### src/rtl/issue_select_ctrl.sv
// issue_select_ctrl
// Picks a free issue slot for each dispatched micro-op, keeps a pairwise age
// matrix over the slots, grants the oldest ready slot to the single execute
// unit and holds off further grants while a multi-cycle op occupies the unit.
module issue_select_ctrl #(
    parameter int NUM_SLOTS = 8,
    parameter int LAT_W     = 3,
    parameter int IDX_W     = $clog2(NUM_SLOTS)
) (
    input  logic                       clk,
    input  logic                       reset,
    input  logic                       flush_i,
    input  logic [NUM_SLOTS-1:0]       slot_valid_i,
    input  logic [NUM_SLOTS-1:0]       slot_request_i,
    input  logic [NUM_SLOTS*LAT_W-1:0] slot_lat_i,
    output logic [NUM_SLOTS-1:0]       slot_grant_o,
    input  logic                       disp_valid_i,
    output logic                       disp_ready_o,
    output logic [NUM_SLOTS-1:0]       alloc_we_o,
    output logic [IDX_W-1:0]           disp_slot_o,
    output logic                       issue_valid_o,
    output logic [IDX_W-1:0]           issue_slot_o,
    output logic                       fu_busy_o
);

    // older_q[i][j] = 1 : slot i was allocated before slot j. Diagonal unused.
    logic [NUM_SLOTS-1:0][NUM_SLOTS-1:0] older_q, older_d;
    logic [LAT_W-1:0]                    busy_cnt_q, busy_cnt_d;
    logic                                issue_valid_q, issue_valid_d;
    logic [IDX_W-1:0]                    issue_slot_q, issue_slot_d;

    logic [NUM_SLOTS-1:0] free_slots;
    logic [NUM_SLOTS-1:0] eligible;
    logic [NUM_SLOTS-1:0] winner;
    logic                 grant_en;
    logic                 alloc;
    logic [IDX_W-1:0]     grant_idx;
    logic [LAT_W-1:0]     grant_lat;

    assign free_slots   = ~slot_valid_i;
    assign eligible     = slot_request_i & slot_valid_i;
    assign fu_busy_o    = (busy_cnt_q != '0);
    assign disp_ready_o = (|free_slots) & ~flush_i & reset;
    assign alloc        = disp_valid_i & disp_ready_o;
    // reset gates the grant so nothing reaches the slots while the controller is held
    assign grant_en     = ~fu_busy_o & ~flush_i & reset;
    assign slot_grant_o = winner & {NUM_SLOTS{grant_en}};

    assign issue_valid_o = issue_valid_q;
    assign issue_slot_o  = issue_slot_q;

    // Lowest-index free slot; index 0 when the queue is full
    always_comb begin
        disp_slot_o = '0;
        for (int i = NUM_SLOTS - 1; i >= 0; i--) begin
            if (free_slots[i]) disp_slot_o = IDX_W'(i);
        end
    end

    // One-hot write enable to the slot being filled this cycle
    always_comb begin
        alloc_we_o = '0;
        if (alloc) alloc_we_o = NUM_SLOTS'(1) << disp_slot_o;
    end

    // Oldest eligible slot: older than every other eligible slot. Since the
    // matrix never holds both older[i][j] and older[j][i], at most one wins.
    always_comb begin
        winner = '0;
        for (int i = 0; i < NUM_SLOTS; i++) begin
            winner[i] = eligible[i];
            for (int j = 0; j < NUM_SLOTS; j++) begin
                if ((j != i) && eligible[j] && !older_q[i][j]) winner[i] = 1'b0;
            end
        end
    end

    // Encode the granted slot and pick up its latency field
    always_comb begin
        grant_idx = '0;
        grant_lat = '0;
        for (int i = 0; i < NUM_SLOTS; i++) begin
            if (slot_grant_o[i]) begin
                grant_idx = IDX_W'(i);
                grant_lat = slot_lat_i[i*LAT_W +: LAT_W];
            end
        end
    end

    // Next state: age matrix, busy countdown and the registered issue report
    always_comb begin
        older_d       = older_q;
        busy_cnt_d    = busy_cnt_q;
        issue_valid_d = |slot_grant_o;
        issue_slot_d  = grant_idx;
        if (flush_i) begin
            older_d       = '0;
            busy_cnt_d    = '0;
            issue_valid_d = 1'b0;
        end else begin
            // newly allocated slot becomes the youngest
            for (int k = 0; k < NUM_SLOTS; k++) begin
                if (alloc_we_o[k]) begin
                    for (int j = 0; j < NUM_SLOTS; j++) begin
                        older_d[k][j] = 1'b0;
                        if (j != k) older_d[j][k] = 1'b1;
                    end
                end
            end
            // latency 0 behaves as 1, so single-cycle ops never raise busy
            if (|slot_grant_o) begin
                busy_cnt_d = (grant_lat == '0) ? '0 : grant_lat - LAT_W'(1);
            end else if (busy_cnt_q != '0) begin
                busy_cnt_d = busy_cnt_q - LAT_W'(1);
            end
        end
    end

    // State registers; async reset clears any in-flight stall immediately
    always_ff @(posedge clk or negedge reset) begin
        if (!reset) begin
            older_q       <= '0;
            busy_cnt_q    <= '0;
            issue_valid_q <= 1'b0;
            issue_slot_q  <= '0;
        end else begin
            older_q       <= older_d;
            busy_cnt_q    <= busy_cnt_d;
            issue_valid_q <= issue_valid_d;
            issue_slot_q  <= issue_slot_d;
        end
    end

endmodule

### config.mk
export PLATFORM = sky130hd
export DESIGN_NAME = issue_select_ctrl
export DESIGN_NICKNAME = d
export VERILOG_FILES = /design/src/rtl/issue_select_ctrl.sv
export SDC_FILE = /design/constraint.sdc
export NUM_CORES = 1
export LEC_CHECK = 0
export CAP_MARGIN = 20
export CORE_MARGIN = 3
export CORE_UTILIZATION = 25
export CTS_CLUSTER_SIZE = 24
export DETAILED_ROUTE_END_ITERATION = 7
export RECOVER_POWER = 100
export SLEW_MARGIN = 30
export SYNTH_ARGS = -nofsm -noshare
export SYNTH_HDL_FRONTEND = slang
export SYNTH_SLANG_ARGS = --single-unit
### constraint.sdc
create_clock -name clk -period 5.4 [get_ports clk]
set_input_delay 1.08 -clock clk [delete_from_list [all_inputs] [get_ports clk]]
set_output_delay 1.08 -clock clk [all_outputs]
set_load 0.01 [all_outputs]
Yosys cells after proc, flatten, opt, wreduce, memory -nomap -nowiden
Cells that the tools add are included.

operators by class
  bitwise logic cells = 10
  mux-type cells = 128
  shift-type cells = 1
  add/subtract/negate cells = 2
  reduce and logical (&&, ||, !) cells = 145

operators with widths
  cell                                               count
  two-way mux 1 bit                                  92
  nonzero test 3 bit                                 30
  two-way mux 3 bit                                  26
  two-way mux 8 bit                                  8
  two-way mux 63 bit                                 1
  logical AND 1 bit                                  56
  logical NOT 1 bit                                  56
  bitwise AND 8 bit                                  2
  OR reduction 8 bit                                 2
  two-way mux 9 bit                                  1
  inverter 8 bit                                     1
  left shift 1 x 3 -> 8 bit (first input constant)   1
  subtractor 3 x 1 -> 3 bit (second input constant)  2
  bitwise AND 1 bit                                  5
  logical NOT 3 bit                                  1
  inverter 1 bit                                     2

storage, ports and cells
  output and inout port bits = 25
  logic and storage cells = 345
  register bits = 63
  bits of input ports = 44

Longest topological paths before layout
  depth after elaboration = 22
  gate-level depth with buffers = 14
  gate-level depth less buffers = 12

Worst setup path after synthesis
Ideal clock, no wire load.

  path type = input to output
  start = input slot_valid_i[4]
  end = output alloc_we_o[5]
  setup slack = 1756 ps
  path buffers = 2
  arrival time = 2564 ps
  stages on the path = 7
  required time = 4320 ps
  path through = clkbuf_1 -> o21ai_0 -> nand2_1 -> nand2_1 -> a21boi_0 -> and3b_1 -> clkbuf_1

on the way
  word-level cells in the longest chain between the ends = 8
  elaborated cells between the ends (all ways) = 12
  classes of those cells = shift (1); mux (6); bitwise (4); reduce/logical (1)

RTL lines
  what                            line  source
  start: declaration              13    input logic [NUM_SLOTS-1:0] slot_valid_i,
  inverter 8 bit                  40    assign free_slots = ~slot_valid_i;
  two-way mux 3 bit (5 in a row)  56    if (free_slots[i]) disp_slot_o = IDX_W'(i);
  via disp_slot_o[0]              20    output logic [IDX_W-1:0] disp_slot_o,
  left shift 1 x 3 -> 8 bit       63    if (alloc) alloc_we_o = NUM_SLOTS'(1) << disp_slot_o;
  two-way mux 8 bit               63
  end: declaration                19    output logic [NUM_SLOTS-1:0] alloc_we_o,

The timed path passes the listed nets, and every way through them passes these cells.

Worst setup path in the final report
  start = input flush_i
  end = output slot_grant_o[0]

on the way
  word-level cells in the longest chain between the ends = 4

RTL lines
  what                            line  source
  start: declaration              12    input logic flush_i,
  inverter 1 bit                  46    assign grant_en = ~fu_busy_o & ~flush_i & reset;
  bitwise AND 1 bit (2 in a row)  46
  bitwise AND 8 bit               47    assign slot_grant_o = winner & {NUM_SLOTS{grant_en}};
  end: declaration                16    output logic [NUM_SLOTS-1:0] slot_grant_o,

Every way passes these cells.

==> impl_metrics.toml <==
[run_status]
status = "finished with violations"
violations = "max-capacitance violations, max-slew violations"

[sta]
finalHoldWorstSlack_ps = 464
fin_skew_ps = 4.37
tightestPinTransition_ps = 1550
fin_crit_ps = 4890
max_freq_ghz = 0.205
slew_viol_final = 30
tns_ps = 0
relSlewSlack_pct = -3.26
setup_ws_ps = 510
setup_violations = 0
finalHoldViolations = 0
finalCritPeriodShare_pct = 90.5
rsz0062_at_grt = "no"

[synthesis]
postSynthAreaPerCell_sq_um = 10.5
syn-num-nets = 341
synth_edf_count = 0
ys_types = 44
syn_inst = 295
synth_flop_cell = "dfrtp_1"
ys_warn_count = 0
async_flop_share_pct = 100
synth-seq-cells = 63
synth_area_sq_mm = 0.00308
yosysSeqAreaShare_pct = 51.1

[setup_path]
cp.required_ps = 4320
crit_fanout = 11
cp-end-kind = "output pin"
startpoint_type = "input pin"
crit_buf_inv = 2
critPathTopFamily = "buffers and inverters"
slowest_stage = "dlygate4sd3_1"
critPathMaxStageDelay_ps = 700
arrival_ps = 3810
path_cells = "dlygate4sd3_1 -> and3b_1 -> o221ai_1 -> nor4_1 -> clkdlybuf4s50_1"
path_class = "input pin to output pin"

[cells_and_area]
final_common_cell = "dfrtp_1"
nets = 427
area_growth_syn_to_layout_pct = 37.5
insertedDiodeCount = 0
mostFrequentLayoutCells = "dfrtp_1 (63), clkdlybuf4s50_1 (42), a21o_1 (31), nor2_1 (28)"
final_layout_size_suffix_gt1_share_pct = 5.96
n_fill_cell = 1193

[pwr]
ir_worst_vdd_mv = 0.178
p_leak_nw = 2.16
power_density_mw_per_mm2 = 287

[floorplan]
coreArea_sq_mm = 0.0117
die_height_um = 117
pin_count = 69
rows = 39
die_area_sq_mm = 0.0137
start_util_pct = 26.3
die_w_um = 117

[grt]
met3_usage_pct = 4.47
track_usage_pct = 15.4
use_met2_pct = 24.8
grt_pass1_wl_mm = 15.7
met1_usage_pct = 20.2
grt_overflow = 0
grt_pass1_vias = 2861
busiest_layer = "met2"
grt_antenna_before_repair = 0
grt_max_degree = 30

[clock_network]
max-clock-path-buffers = 2
cts_tree = "done"
clk_pin_slew_ps = 50
cts_hold_buf = 0
numCtsBuffers = 9
cts_sinks = 63
cts_setup_buffers = 0
ctsResizeCount = 0
insertion_delay_ps = 330
cts_htree_levels = 3
clockRootBuffer = "clkbuf_16"

[detailed_routing]
drtIter0Drc = 212
ant_nets = 0
drc_errors = 0
routed_wl_mm = 10.1
vias = 2796
wl_per_cell_um = 19.0
first_pass_iters = 4
via_per_inst = 5.29

[hold_path]
holdCritPathClass = "register to register"

[placed_design]
preCtsSetupSlack_ps = 754
numPortBuffers = 68
dp_hpwl_mm = 7.69
gp_congestion = 0.868

[job]
cap_violations = 1
power breakdown:
group | leakage (nW) | internal (mW) | switching [mW] | total (mW)
logic | 1.16 | 0.0858 | 0.106 | 0.192
registers | 0.873 | 0.488 | 0.00738 | 0.495
clock network | 0.136 | 0.334 | 0.197 | 0.531
sequential cells by signal, indices dropped and copies added, names as in the netlist:
name / count
issue_valid_o: 1
issue_slot_o: 3
older_q: 56
busy_cnt_q: 3
area by class of cell:
cell class	count	area [sq um]	share of cell area, %
Clock buffer	13	260	6.14
Clock inverter	3	17.5	0.413
Inverter	12	45.0	1.06
Multi-Input combinational cell	211	1410	33.3
Sequential cell	63	1580	37.2
Tap cell	143	179	4.22
Timing Repair Buffer	84	749	17.7
per-layer routing:
layer | part of all wire (%) | vias up
li1 | - | 1274
met1 | 44 | 1385
met2 | 46 | 122
met3 | 8.2 | 15
met4 | 1.2 | 0
met5 | 0 | -
cell usage after synthesis (4+ instances only):
cell,number,area share (%)
nand3b_1,24,5.8
a211o_1,5,1.4
a21o_1,31,7.5
a21oi_1,5,0.81
o221ai_1,7,2.0
nand2_1,19,2.3
dfrtp_1,63,51
nor3_1,4,0.65
clkbuf_1,6,0.73
inv_1,12,1.5
o21ai_0,4,0.65
o2111ai_1,8,2.3
o21bai_1,5,1.2
nor2_1,28,3.4
o21a_1,25,6.1
path summary, 6_finish.rpt:
check | startpoint | to | slack, ps | cells after the start
max | flush_i | slot_grant_o[0] | 510 | 5
min | older_q[5]$_DFFE_PN0P_ | older_q[5]$_DFFE_PN0P_ | 460 | 1
max reg2reg | busy_cnt_q[0]$_DFFE_PN0P_ | busy_cnt_q[1]$_DFFE_PN0P_ | 1810 | 12
min reg2reg | older_q[5]$_DFFE_PN0P_ | older_q[5]$_DFFE_PN0P_ | 460 | 1
max in group asynchronous | reset | older_q[51]$_DFFE_PN0P_ | 2780 | 2
min in group asynchronous | reset | busy_cnt_q[2]$_DFFE_PN0P_ | 760 | 1
per-stage QoR:
stage          power, mW  instance area, sq um  instances  utilization (%)
3_3_place_gp       0.699                  4020        513             34.3
5_1_grt             1.28                  4240        529             36.2
3_5_place_dp       0.703                  4020        513             34.3
6_report            1.22                  4240        529             36.2
2_1_floorplan      0.606                  3080        295                -
4_1_cts             1.25                  4300        529             36.7
kinds of logic after synthesis:
family	synth area share [%]
AO/OA/AOI/OAI	26.5
AND/OR/NAND/NOR	18.4
flip-flops	51.1
buffers and inverters	2.88
adder cells (fa/ha/maj)	0.811
XOR/XNOR	0.284
Note: power is estimated with default switching activity, not from simulation.
